`src/rtl/intbus_pkg.sv`:
```
// Shared constants and helpers for the internal bus arbiter slice.
package intbus_pkg;

  localparam int unsigned INTBUS_ADDR_W     = 18;
  localparam int unsigned INTBUS_DATA_W     = 8;
  localparam int unsigned INTBUS_RD_LATENCY = 2;

  localparam int unsigned REQ_EXTBUS = 0;
  localparam int unsigned REQ_SPI    = 1;
  localparam int unsigned REQ_DEBUG  = 2;

  // Index of the set bit in a one-hot vector of up to eight requesters.
  function automatic logic [2:0] onehot_to_idx(input logic [7:0] oh);
    logic [2:0] idx;
    idx = '0;
    for (int unsigned i = 0; i < 8; i++) begin
      if (oh[i]) idx = 3'(i);
    end
    return idx;
  endfunction

endpackage

```
`src/rtl/intbus_arbiter_if.sv`:
```
// Requester-side and decoder-side signals of the internal bus arbiter.
interface intbus_arbiter_if
  import intbus_pkg::*;
#(
  parameter int unsigned NUM_REQ = 3,
  parameter int unsigned ADDR_W  = INTBUS_ADDR_W,
  parameter int unsigned DATA_W  = INTBUS_DATA_W
);

  logic [NUM_REQ-1:0]        req_valid;
  logic [NUM_REQ*ADDR_W-1:0] req_addr;
  logic [NUM_REQ*DATA_W-1:0] req_wrdata;
  logic [NUM_REQ-1:0]        req_write;
  logic [NUM_REQ-1:0]        req_ack;
  logic [NUM_REQ-1:0]        rd_valid;
  logic [DATA_W-1:0]         rd_data;
  logic [ADDR_W-1:0]         intbus_addr;
  logic [DATA_W-1:0]         intbus_wrdata;
  logic [DATA_W-1:0]         intbus_rddata;
  logic                      intbus_strobe;
  logic                      intbus_write;

  modport slave (
    input  req_valid, req_addr, req_wrdata, req_write, intbus_rddata,
    output req_ack, rd_valid, rd_data, intbus_addr, intbus_wrdata,
           intbus_strobe, intbus_write
  );

  modport master (
    output req_valid, req_addr, req_wrdata, req_write, intbus_rddata,
    input  req_ack, rd_valid, rd_data, intbus_addr, intbus_wrdata,
           intbus_strobe, intbus_write
  );

endinterface

```
`src/rtl/intbus_rr_pick.sv`:
```
// Combinational round-robin selector: first eligible index above i_ptr, wrapping.
module intbus_rr_pick
  import intbus_pkg::*;
#(
  parameter int unsigned NUM_REQ = 3,
  parameter int unsigned IDX_W   = (NUM_REQ > 1) ? $clog2(NUM_REQ) : 1
) (
  input  logic [NUM_REQ-1:0] i_elig,
  input  logic [IDX_W-1:0]   i_ptr,
  output logic [NUM_REQ-1:0] o_gnt_oh_c,
  output logic [IDX_W-1:0]   o_gnt_idx_c,
  output logic               o_any_c
);

  logic [NUM_REQ-1:0] w_gnt_oh;
  logic               w_found;
  int unsigned        w_pos;

  always_comb begin
    w_gnt_oh = '0;
    w_found  = 1'b0;
    w_pos    = 0;
    for (int unsigned k = 1; k <= NUM_REQ; k++) begin
      w_pos = (32'(i_ptr) + k) % NUM_REQ;
      if (!w_found && i_elig[IDX_W'(w_pos)]) begin
        w_gnt_oh[IDX_W'(w_pos)] = 1'b1;
        w_found                 = 1'b1;
      end
    end
  end

  assign o_gnt_oh_c  = w_gnt_oh;
  assign o_gnt_idx_c = IDX_W'(onehot_to_idx(8'(w_gnt_oh)));
  assign o_any_c     = w_found;

endmodule

```
`src/rtl/intbus_arbiter.sv`:
```
// Round-robin arbiter sharing the internal bus master port among NUM_REQ requesters.
// Build option INTBUS_ARB_PRIO0_EN: requester 0 wins whenever eligible, ptr untouched.
module intbus_arbiter
  import intbus_pkg::*;
#(
  parameter int unsigned NUM_REQ    = 3,
  parameter int unsigned ADDR_W     = INTBUS_ADDR_W,
  parameter int unsigned DATA_W     = INTBUS_DATA_W,
  parameter int unsigned RD_LATENCY = INTBUS_RD_LATENCY
) (
  input  logic             intbus_clk,
  input  logic             intbus_res_n,
  intbus_arbiter_if.slave  bus
);

  localparam int unsigned IDX_W = (NUM_REQ > 1) ? $clog2(NUM_REQ) : 1;

  logic [IDX_W-1:0]   r_ptr;
  logic [NUM_REQ-1:0] r_mask;
  logic [NUM_REQ-1:0] r_ack;
  logic               r_strobe;
  logic               r_write;
  logic [ADDR_W-1:0]  r_addr;
  logic [DATA_W-1:0]  r_wrdata;
  logic [IDX_W-1:0]   r_iss_idx;
  logic [RD_LATENCY-1:0] r_pv;
  logic [IDX_W-1:0]   r_pid [RD_LATENCY];
  logic [NUM_REQ-1:0] r_rd_valid;
  logic [DATA_W-1:0]  r_rd_data;

  logic [NUM_REQ-1:0] w_elig;
  logic [NUM_REQ-1:0] w_rr_oh;
  logic [IDX_W-1:0]   w_rr_idx;
  logic               w_rr_any;
  logic [NUM_REQ-1:0] w_gnt_oh;
  logic [IDX_W-1:0]   w_gnt_idx;
  logic               w_upd_ptr;
  logic [ADDR_W-1:0]  w_sel_addr;
  logic [DATA_W-1:0]  w_sel_wrdata;
  logic               w_sel_write;

  // Previous grant is masked so a requester still holding valid after its ack is not reissued.
  assign w_elig = bus.req_valid & ~r_mask;

  intbus_rr_pick #(
    .NUM_REQ (NUM_REQ),
    .IDX_W   (IDX_W)
  ) u_rr_pick (
    .i_elig      (w_elig),
    .i_ptr       (r_ptr),
    .o_gnt_oh_c  (w_rr_oh),
    .o_gnt_idx_c (w_rr_idx),
    .o_any_c     (w_rr_any)
  );

  always_comb begin
    w_gnt_oh  = w_rr_oh;
    w_gnt_idx = w_rr_idx;
    w_upd_ptr = 1'b1;
`ifdef INTBUS_ARB_PRIO0_EN
    if (w_elig[0]) begin
      w_gnt_oh  = NUM_REQ'(1);
      w_gnt_idx = '0;
      w_upd_ptr = 1'b0;
    end
`endif
  end

  // Request field mux driven by the one-hot grant.
  always_comb begin
    w_sel_addr   = '0;
    w_sel_wrdata = '0;
    w_sel_write  = 1'b0;
    for (int unsigned i = 0; i < NUM_REQ; i++) begin
      if (w_gnt_oh[i]) begin
        w_sel_addr   = bus.req_addr[i*ADDR_W +: ADDR_W];
        w_sel_wrdata = bus.req_wrdata[i*DATA_W +: DATA_W];
        w_sel_write  = bus.req_write[i];
      end
    end
  end

  always_ff @(posedge intbus_clk or negedge intbus_res_n) begin
    if (!intbus_res_n) begin
      r_ptr     <= IDX_W'(NUM_REQ - 1);
      r_mask    <= '0;
      r_ack     <= '0;
      r_strobe  <= 1'b0;
      r_write   <= 1'b0;
      r_addr    <= '0;
      r_wrdata  <= '0;
      r_iss_idx <= '0;
    end else begin
      r_ack    <= '0;
      r_strobe <= 1'b0;
      r_write  <= 1'b0;
      r_mask   <= '0;
      if (w_rr_any) begin
        r_ack     <= w_gnt_oh;
        r_strobe  <= 1'b1;
        r_write   <= w_sel_write;
        r_addr    <= w_sel_addr;
        r_wrdata  <= w_sel_wrdata;
        r_mask    <= w_gnt_oh;
        r_iss_idx <= w_gnt_idx;
        if (w_upd_ptr) r_ptr <= w_gnt_idx;
      end
    end
  end

  // Read tracking: entry enters behind the strobe so the last stage lines up with intbus_rddata.
  always_ff @(posedge intbus_clk or negedge intbus_res_n) begin
    if (!intbus_res_n) begin
      r_pv       <= '0;
      for (int i = 0; i < int'(RD_LATENCY); i++) r_pid[i] <= '0;
      r_rd_valid <= '0;
      r_rd_data  <= '0;
    end else begin
      r_pv[0]  <= r_strobe & ~r_write;
      r_pid[0] <= r_iss_idx;
      for (int i = 1; i < int'(RD_LATENCY); i++) begin
        r_pv[i]  <= r_pv[i-1];
        r_pid[i] <= r_pid[i-1];
      end
      r_rd_valid <= '0;
      if (r_pv[RD_LATENCY-1]) begin
        r_rd_valid <= NUM_REQ'(1) << r_pid[RD_LATENCY-1];
        r_rd_data  <= bus.intbus_rddata;
      end
    end
  end

  assign bus.req_ack       = r_ack;
  assign bus.rd_valid      = r_rd_valid;
  assign bus.rd_data       = r_rd_data;
  assign bus.intbus_addr   = r_addr;
  assign bus.intbus_wrdata = r_wrdata;
  assign bus.intbus_strobe = r_strobe;
  assign bus.intbus_write  = r_write;

endmodule

```
`src/flat_wrapper.sv`:
```
// flat-port wrapper written by rule: the top's interface ports become plain ports
module intbus_arbiter_flat import intbus_pkg::*;
#(
  parameter int unsigned NUM_REQ    = 3,
  parameter int unsigned ADDR_W     = INTBUS_ADDR_W,
  parameter int unsigned DATA_W     = INTBUS_DATA_W,
  parameter int unsigned RD_LATENCY = INTBUS_RD_LATENCY
)
  (intbus_clk, intbus_res_n, bus_req_valid, bus_req_addr, bus_req_wrdata, bus_req_write, bus_intbus_rddata, bus_req_ack, bus_rd_valid, bus_rd_data, bus_intbus_addr, bus_intbus_wrdata, bus_intbus_strobe, bus_intbus_write);
  intbus_arbiter_if #(.NUM_REQ(NUM_REQ), .ADDR_W(ADDR_W), .DATA_W(DATA_W)) bus_i ();
  input  logic intbus_clk;
  input  logic intbus_res_n;
  input wire logic [$bits(bus_i.req_valid)-1:0] bus_req_valid;
  input wire logic [$bits(bus_i.req_addr)-1:0] bus_req_addr;
  input wire logic [$bits(bus_i.req_wrdata)-1:0] bus_req_wrdata;
  input wire logic [$bits(bus_i.req_write)-1:0] bus_req_write;
  input wire logic [$bits(bus_i.intbus_rddata)-1:0] bus_intbus_rddata;
  output wire logic [$bits(bus_i.req_ack)-1:0] bus_req_ack;
  output wire logic [$bits(bus_i.rd_valid)-1:0] bus_rd_valid;
  output wire logic [$bits(bus_i.rd_data)-1:0] bus_rd_data;
  output wire logic [$bits(bus_i.intbus_addr)-1:0] bus_intbus_addr;
  output wire logic [$bits(bus_i.intbus_wrdata)-1:0] bus_intbus_wrdata;
  output wire logic [$bits(bus_i.intbus_strobe)-1:0] bus_intbus_strobe;
  output wire logic [$bits(bus_i.intbus_write)-1:0] bus_intbus_write;
  assign bus_i.req_valid = bus_req_valid;
  assign bus_i.req_addr = bus_req_addr;
  assign bus_i.req_wrdata = bus_req_wrdata;
  assign bus_i.req_write = bus_req_write;
  assign bus_i.intbus_rddata = bus_intbus_rddata;
  assign bus_req_ack = bus_i.req_ack;
  assign bus_rd_valid = bus_i.rd_valid;
  assign bus_rd_data = bus_i.rd_data;
  assign bus_intbus_addr = bus_i.intbus_addr;
  assign bus_intbus_wrdata = bus_i.intbus_wrdata;
  assign bus_intbus_strobe = bus_i.intbus_strobe;
  assign bus_intbus_write = bus_i.intbus_write;
  intbus_arbiter #(.NUM_REQ(NUM_REQ), .ADDR_W(ADDR_W), .DATA_W(DATA_W), .RD_LATENCY(RD_LATENCY)) u_core (.intbus_clk(intbus_clk), .intbus_res_n(intbus_res_n), .bus(bus_i));
endmodule
```
`config.mk`:
```
export PLATFORM = sky130hd
export DESIGN_NAME = intbus_arbiter_flat
export DESIGN_NICKNAME = d
export VERILOG_FILES = /design/src/rtl/intbus_pkg.sv /design/src/rtl/intbus_arbiter_if.sv /design/src/rtl/intbus_rr_pick.sv /design/src/rtl/intbus_arbiter.sv /design/src/flat_wrapper.sv
export SDC_FILE = /design/constraint.sdc
export NUM_CORES = 1
export LEC_CHECK = 0
export BUFFER_PORTS_ARGS = -buffer_cell sky130_fd_sc_hd__clkbuf_2
export CAP_MARGIN = 20
export CORE_AREA = 2 2 98 100
export DETAILED_ROUTE_END_ITERATION = 16
export DIE_AREA = 0 0 100 102
export GPL_ROUTABILITY_DRIVEN = 0
export PLACE_DENSITY = 0.53
export SKIP_LAST_GASP = 1
export SLEW_MARGIN = 20
export SYNTH_ARGS = -nofsm -noshare
export SYNTH_HDL_FRONTEND = slang
export SYNTH_SLANG_ARGS = --single-unit
```
`constraint.sdc`:
```
create_clock -name intbus_clk -period 4.71 [get_ports intbus_clk]
set_clock_uncertainty 0.1 [all_clocks]
set_input_delay 1.1775 -clock intbus_clk [delete_from_list [all_inputs] [get_ports intbus_clk]]
set_output_delay 1.1775 -clock intbus_clk [all_outputs]
set_load 0.005 [all_outputs]
```
; Word level (Yosys, flattened, before mapping)
; Cells that the tools add are included.
[classes]
n_mux = 33
n_div = 3
shifts = 1
magnitude_cmp = 6
bitwise_logic = 6
reduce_logical = 7
add_sub_neg = 3
[ops]
columns = operator, n
row1 = $mod A32 B2 Y32 const B, 3
row2 = $mux W18, 3
row3 = $mux W8, 3
row4 = $mux W1, 15
row5 = $mux W3, 5
row6 = $lt A2 B3 Y1 const B, 3
row7 = $add A2 B2 Y3 const B, 2
row8 = $bmux W1 S2, 3
row9 = $demux W1 S2, 3
row10 = $ge A2 B1 Y1 const B, 3
row11 = $or A3 B3 Y3, 2
row12 = $logic_and A1 B1 Y1, 5
row13 = $add A2 B1 Y3 const B, 1
row14 = $and A3 B3 Y3, 1
row15 = $not A3 Y3, 1
row16 = $shl A1 B2 Y3 const A, 1
row17 = $logic_not A1 Y1, 2
row18 = $mux W2, 1
row19 = $and A1 B1 Y1, 1
row20 = $not A1 Y1, 1
[word_totals]
out_inout_bits = 42
inputBits = 94
register_bits = 52

; Longest topological paths before layout
; Gate-level depths: netlist (run 1).
[logic_depth]
depth_word = 15
mapped_depth = 12
mapped_depth_nobuf = 10

; Hierarchy
; A second synthesis (run 1) with hierarchy kept.
[unflattened]
hier_cells = 243
area_unflattened_um2 = 2796.4
[by_module_without_submodules]
columns = mod, area_per_inst_um2, seq_area_each_um2, instances, cells_per_inst
row1 = intbus_arbiter, 2492.4, 1277.5, 1, 204
row2 = intbus_rr_pick, 304.0, 0.0, 1, 39

; Worst setup path before layout (run 1)
; Ideal clock, no wire load.
[synth_path]
path_type = in2reg
start = input port bus_req_valid[1]
end = register u_core.r_addr[0], in the netlist u_core.bus.intbus_addr[0]
setup_slack_ps = 1650
required_ps = 4483
setup_ps = 127
path_stages = 8
t_arrival_ps = 2833
cell_sequence = or4bb_1 -> and3_4 -> and2_4 -> a22o_1 -> buf_4 -> buf_6 -> a221oi_2 -> a21oi_2
[synth_via]
elab_chain_len = 13
[synth_rtl]
columns = item, line_no
row1 = "start, declared", flat_wrapper.sv:13  ; input wire logic [$bits(bus_i.req_valid)-1:0] bus_req_valid;
row2 = $and A3 B3 Y3 (*), intbus_arbiter.sv:43  ; assign w_elig = bus.req_valid & ~r_mask;
row3 = $bmux W1 S2, intbus_rr_pick.sv:25  ; if (!w_found && i_elig[IDX_W'(w_pos)]) begin
row4 = $mux W1 (implied by the code), intbus_rr_pick.sv:25
row5 = $mux W1, intbus_rr_pick.sv:25
row6 = $logic_not A1 Y1, intbus_rr_pick.sv:25
row7 = $logic_and A1 B1 Y1, intbus_rr_pick.sv:25
row8 = $mux W1, intbus_rr_pick.sv:25
row9 = $logic_not A1 Y1, intbus_rr_pick.sv:25
row10 = $logic_and A1 B1 Y1, intbus_rr_pick.sv:25
row11 = $mux W3, intbus_rr_pick.sv:25
row12 = $mux W18 (3 in a row), intbus_arbiter.sv:75  ; if (w_gnt_oh[i]) begin
row13 = "end signal, assigned", intbus_arbiter.sv:102  ; r_addr <= w_sel_addr;
row14 = "end, declared", intbus_arbiter.sv:23  ; logic [ADDR_W-1:0] r_addr;
; Mark *: on every way between the ends. The rest lies on a longest branch, timed or not. The select of a mux whose other input is x is not followed.
; A chain may end at the register's enable or synchronous reset.

; Worst setup path after layout (run 1)
[layout_path]
start = input port bus_req_valid[1]
end = register u_core.r_addr[9], in the netlist u_core.bus.intbus_addr[9]
; The elaborated chain is that of the path after synthesis.

==> impl_metrics.toml, run 1 <==
[floorplan]
start_util_pct = 29.4
die_h_um = 102
num_rows = 35
die_w_um = 100
dieArea_sq_mm = 0.0102
io_pins = 136
core_area_sq_mm = 0.00911

[outcome]
status = "complete, no violations"

[drt]
drt_iter0_drc = 97
wire_per_inst_um = 15.7
wirelength_um = 7450
num_vias = 2387
ant_nets = 0
drcViolationCount = 0
first_pass_iters = 4
routed_via_density = 5.03

[clock_tree]
clock_latency_ns = 0.29
postCtsHoldBufs = 0
ctsResizeCount = 0
cts_sinks = 51
clockBufferDepth = 2
cts_tree = "done"
cts-buffers-inserted = 5
clkTransAtPathRegs_ns = 0.09
cts_max_level = 2
ctsRootBufferMaster = "clkbuf_8"
post-cts-setup-buffers = 0

[yosys]
yosysMostFrequentCell = "dfrtp_1"
syn_area_sq_mm = 0.00268
syn_nets = 333
yosys-top-cells-area = "dfrtp_1 47%, a221oi_2 12%, a21oi_2 6.2%"
synthTopCellsByCount = "50 x dfrtp_1, 27 x nand2_1, 27 x o21ai_0"
ys_warn_count = 0
postSynthCellCount = 235
ys_types = 46
synth_seq_cells = 51
yosys.area.top_type_share_pct = 46.7
synthFlopType = "dfrtp_1"
synth_edf_count = 0
async_reset_ff_share_pct = 100
ys_seq_area_share_pct = 47.7
syn_area_per_cell_sq_um = 11.4
yosys.area.top_type = "dfrtp_1"

[sta]
rsz0062_at_grt = "no"
slew_headroom_pct = 38.4
max_freq_mhz = 266
slew_viol_final = 0
finalCriticalPeriod_ns = 3.76
setup_tns_ns = 0
finalSetupViolations = 0
fin_crit_sh_pct = 79.8
worst_slew_pin_slew_ns = 0.924
finalHoldViolations = 0

[critical_path]
start_kind = "input pin"
path_max_fanout = 30
criticalPathCategory = "input pin to register"
end_kind = "register"
crit_arrival_ns = 3.84
worstPathRequired_ns = 4.79

[placement]
io_buffers = 135
dpl.hpwl_um = 5310
placed_cells = 466

[hold_path]
hold_class = "register to register"

[global_routing]
grt_busiest_layer = "met2"
grt_first_pass_wirelength_um = 11800
grt.total_usage_pct = 14.5
antenna_found_initial = 0
grt_max_degree = 50
gr-total-overflow = 0
grt_use_met1_pct = 18.2
grt_use_met3_pct = 2.94
grt_pass1_vias = 2503
use_met2_pct = 25.3

[power]
ir_worst_vdd_mv = 0.300
power_density_mw_per_mm2 = 862
leakagePower_uw = 0.00172

[finish]
fin_nets = 461
diodes = 0
final_cells = 475
layout-drive-gt1-share_pct = 55.8
syn_to_final_growth_pct = 32.8

[run]
max_cap_violations = 0
## state kept, by name, indices dropped and copies added (netlist names), 2 cells and up
name and cells:
u_core.bus.intbus_addr 18, u_core.bus.intbus_wrdata 8, u_core.bus.rd_data 8, u_core.r_pid 4
u_core.bus.rd_valid 3, u_core.r_mask 3, u_core.r_ptr 2, u_core.r_pv 2
## logic make-up after synthesis
family | share of synthesized area (%)
adder cells (fa/ha/maj) | 1.87
multiplexers | 3.36
AND/OR/NAND/NOR | 11.6
flip-flops | 47.7
AO/OA/AOI/OAI | 30.0
buffers and inverters | 5.37
## cell usage in the layout, fill, tap and decap left out, types with 3 or more instances in the layout
cell type    n
buf_4        4
clkbuf_2   135
a221oi_1     6
mux2_2       8
a21oi_2     19
a21oi_1      9
dfrtp_1     50
nand2_1     27
inv_1        5
nand2b_1     3
ha_1         4
a221oi_2    21
o21ai_0     27
clkbuf_8     6
## path summary, 6_finish.rpt
kind	from	end	slack, ns	depth (start not counted)
hold reg to reg	u_core.r_pid[2]$_DFF_PN0_	u_core.r_pid[0]$_DFF_PN0_	0.26	0
max in group asynchronous	intbus_res_n	u_core.bus.intbus_wrdata[6]$_DFFE_PN0P_	3.15	2
setup reg to reg	u_core.r_ptr[0]$_DFFE_PN0P_	u_core.bus.intbus_addr[9]$_DFFE_PN0P_	0.97	12
min in group asynchronous	intbus_res_n	u_core.bus.rd_valid[1]$_DFF_PN0_	0.56	1
setup / recovery	bus_req_valid[1]	u_core.bus.intbus_addr[9]$_DFFE_PN0P_	0.95	11
hold / removal	u_core.r_pid[2]$_DFF_PN0_	u_core.r_pid[0]$_DFF_PN0_	0.26	0
## critical path, stage by stage
cell and delay (ns):
clkbuf_2 0.10, or4bb_1 0.53, and3_4 0.19, and2_4 0.14, and2_1 0.15, buf_4 0.25
inv_2 0.44, o211ai_4 0.33, buf_16 0.26, a221oi_2 0.22, a21oi_2 0.04
## area by class of cell
| cell class | count | area [sq um] |
|---|---|---|
| Multi-Input combinational cell | 159 | 1270 |
| Sequential cell | 51 | 1280 |
| Tap cell | 111 | 139 |
| Inverter | 6 | 22.5 |
| Clock buffer | 6 | 82.6 |
| Timing Repair Buffer | 140 | 733 |
| Clock inverter | 2 | 35.0 |
| Fill cell | 925 | 5550 |
## stage by stage
stage	instance area, sq um	hold WS [ns]	utilization, %	worst slack (ns)	total power, uW
CTS	3530	0.256	38.7	0.898	3050
global placement	3410	0.232	37.4	0.700	2680
detailed placement	3410	0.236	37.4	0.602	2730
global route	3560	0.267	39.0	0.725	3360
finish	3560	0.256	39.0	0.951	3070
floorplan	2680	0.231	-	1.65	2240
## routing by layer
layer | part of all wire, % | wire, um | up-vias
met5 | 0 | 0 | -
met4 | 0.78 | 58 | 0
met3 | 7.0 | 518 | 5
met2 | 49 | 3670 | 104
met1 | 43 | 3200 | 1140
li1 | - | - | 1138
## where the power goes
part / switching, uW / internal (uW)
sequential: 126 / 669
clock: 139 / 172
combinational: 1120 / 841
total: 1380 / 1680
Power figures use the tool's default switching activity.
==> inputs of run 2 (changes only) <==
--- a/config.mk
+++ b/config.mk
@@ -5,13 +5,14 @@
 export SDC_FILE = /design/constraint.sdc
 export NUM_CORES = 1
 export LEC_CHECK = 0
+export ABC_AREA = 1
 export BUFFER_PORTS_ARGS = -buffer_cell sky130_fd_sc_hd__clkbuf_2
 export CAP_MARGIN = 20
-export CORE_AREA = 2 2 98 100
+export CORE_AREA = 2 2 99 101
 export DETAILED_ROUTE_END_ITERATION = 16
-export DIE_AREA = 0 0 100 102
+export DIE_AREA = 0 0 101 103
 export GPL_ROUTABILITY_DRIVEN = 0
-export PLACE_DENSITY = 0.53
+export PLACE_DENSITY = 0.52
 export SKIP_LAST_GASP = 1
 export SLEW_MARGIN = 20
 export SYNTH_ARGS = -nofsm -noshare
==> constraint.sdc (replaced) <==
create_clock -name intbus_clk -period 3.9 [get_ports intbus_clk]
set_clock_uncertainty 0.1 [all_clocks]
set_input_delay 0.975 -clock intbus_clk [delete_from_list [all_inputs] [get_ports intbus_clk]]
set_output_delay 0.975 -clock intbus_clk [all_outputs]
set_load 0.005 [all_outputs]
==> impl_metrics.toml, run 2 <==
[outcome]
status = "complete, no violations"

[critical_path]
end_kind = "register"
criticalPathCategory = "register to register"
crit_top_cell = "nand2_1"
cp_slowest_cell = "ha_1"
critPathTopFamily = "simple AND/OR/NAND/NOR gates"
start_kind = "register"
worstPathRequired_ns = 4.01
path_max_fanout = 30
cp_num_buf_inv = 4
cp_cell_sequence = "inv_1, ha_1, inv_4, nand3_4, nand3_4, nand2_4, nand3_1, nand2_1, inv_2, nand2_2, inv_2, or2_1, nand2_1, nand2_1"
critPathMaxStageDelay_ns = 0.53
crit_arrival_ns = 3.12

[clock_tree]
postCtsHoldBufs = 0
clkTransAtPathRegs_ns = 0.10
ctsRootBufferMaster = "clkbuf_8"
cts_sinks = 51
ctsResizeCount = 0
cts_max_level = 2
cts-buffers-inserted = 5
clockBufferDepth = 2
cts_tree = "done"
clock_latency_ns = 0.30
post-cts-setup-buffers = 0

[floorplan]
die_h_um = 103
start_util_pct = 28.9
dieArea_sq_mm = 0.0104
num_rows = 36
die_w_um = 101
io_pins = 136
core_area_sq_mm = 0.00946

[global_routing]
grt_pass1_vias = 2423
antenna_found_initial = 0
grt_max_degree = 31
grt_first_pass_wirelength_um = 11600
grt.total_usage_pct = 14.1
gr-total-overflow = 0

[power]
power_frac_comb_pct = 63.2
p_clk_share_pct = 8.8
leakagePower_uw = 0.00198
switching_share_pct = 50.5
switchingPower_uw = 1740
ir_worst_vdd_mv = 0.353
internal_power_uw = 1700
power.total_uw = 3440
power_density_mw_per_mm2 = 973
seq_power_share_pct = 28.1

[yosys]
ys_warn_count = 0
yosys.area.top_type_share_pct = 45.8
synth_edf_count = 0
synthMuxAreaShare_pct = 0
ys_types = 28
synthTopCellsByCount = "148 x nand2_1, 50 x dfrtp_1, 38 x nand3_1"
synth-adder-area-share_pct = 1.83
ys_seq_area_share_pct = 46.8
syn_area_per_cell_sq_um = 7.76
postSynthCellCount = 352
syn_area_sq_mm = 0.00273
syn_nets = 450
yosys.area_share.simple_pct = 37.5
synth-compound-area-share_pct = 6.46
yosys.area.top_type = "dfrtp_1"
synth_seq_cells = 51
synth_top_family_by_area = "simple AND/OR/NAND/NOR gates"
yosysMostFrequentCell = "nand2_1"
synthFlopType = "dfrtp_1"
yosys.area_share.xor_xnor_pct = 0
yosys-top-cells-area = "dfrtp_1 46%, nand2_1 20%, nand3_1 7.0%"
async_reset_ff_share_pct = 100

[drt]
wirelength_um = 7630
first_pass_iters = 4
drcViolationCount = 0
drt_iter0_drc = 53
num_vias = 2619
ant_nets = 0
routed_via_density = 4.41
wire_per_inst_um = 12.8

[sta]
rsz0062_at_grt = "no"
slew_headroom_pct = 55.8
finalHoldViolations = 0
fin_crit_sh_pct = 77.3
finalSetupViolations = 0
setup_tns_ns = 0
slew_viol_final = 0
max_freq_mhz = 332
finalCriticalPeriod_ns = 3.01
worst_slew_pin_slew_ns = 0.663

[hold_path]
hold_class = "register to register"

[finish]
mostFrequentLayoutCells = "148 x nand2_1, 135 x clkbuf_2, 50 x dfrtp_1"
layout-drive-gt1-share_pct = 34.0
diodes = 0
fin_nets = 577
mostFrequentLayoutCell = "nand2_1"
syn_to_final_growth_pct = 29.4
largest_register_ffs = 18

[placement]
io_buffers = 135
dpl.hpwl_um = 5470

[run]
max_cap_violations = 0
run 2: cell count changes in the layout (fill, tap and decap cells not counted), moves of 19 or more:
cell      previous run  this run
a21oi_1              9        29
a21oi_2             19         0
a221oi_2            21         0
nand2_1             27       148
nand3_1              2        38
o21ai_0             27         2
run 2: final timing paths:
check	depth (start not counted)	end	startpoint	slack, ns
setup reg to reg	14	u_core.bus.intbus_addr[7]$_DFFE_PN0P_	u_core.r_ptr[0]$_DFFE_PN0P_	0.89
setup / recovery	14	u_core.bus.intbus_addr[7]$_DFFE_PN0P_	u_core.r_ptr[0]$_DFFE_PN0P_	0.89
min in group asynchronous	1	u_core.bus.intbus_addr[13]$_DFFE_PN0P_	intbus_res_n	0.59
hold / removal	0	u_core.r_pid[1]$_DFF_PN0_	u_core.r_pid[3]$_DFF_PN0_	0.25
max in group asynchronous	2	u_core.r_ptr[1]$_DFFE_PN1P_	intbus_res_n	2.28
hold reg to reg	0	u_core.r_pid[1]$_DFF_PN0_	u_core.r_pid[3]$_DFF_PN0_	0.25
run 2: power by group through the flow:
stage          clock network [uW]  registers (uW)  logic, uW
3_5_place_dp                    0             972       2220
3_3_place_gp                    0             974       2180
5_1_grt                       338             996       2510
2_1_floorplan                   0             962       1690
4_1_cts                       318             967       2210
6_report                      302             965       2170
run 2: layer usage:
layer  part of all wire (%)  GRT usage (%)  vias to the layer above  routed length, um
li1                       -              -                     1360                  -
met1                     45           18.7                     1166               3460
met2                     48           23.5                       86               3700
met3                    5.2           3.05                        7                398
met4                   0.93           3.64                        0                 71
met5                      0              0                        -                  0
run 2: worst reg2reg max path, delay by kind of cell (launching register included):
| family | cells | cell delay [ns] |
|---|---|---|
| simple gates | 9 | 1.32 |
| buf+inv | 4 | 0.55 |
| fa+ha+maj | 1 | 0.53 |
| flops | 1 | 0.43 |
run 2: area by class of cell:
class | count | area (sq um)
fill | 1004 | 5930
sequential | 51 | 1280
multi-input combinational | 263 | 1250
timing repair buffer | 138 | 698
tap | 114 | 143
inverter | 20 | 77.6
clock buffer | 6 | 72.6
clock inverter | 2 | 12.5
run 2: metrics by stage:
stage	cells	cell area (sq um)	util [%]	worst slack [ns]	hold WS (ns)
6_report	594	3530	37.4	0.887	0.253
5_1_grt	594	3530	37.4	0.595	0.263
4_1_cts	594	3530	37.4	0.842	0.256
3_5_place_dp	586	3450	36.5	0.767	0.236
3_3_place_gp	586	3450	36.5	0.793	0.234
2_1_floorplan	352	2730	-	1.60	0.231
run 2: kinds of logic after synthesis:
logic type | count (synthesis)
AND/OR/NAND/NOR | 226
buffers and inverters | 38
adder cells (fa/ha/maj) | 4
AO/OA/AOI/OAI | 33
flip-flops | 51
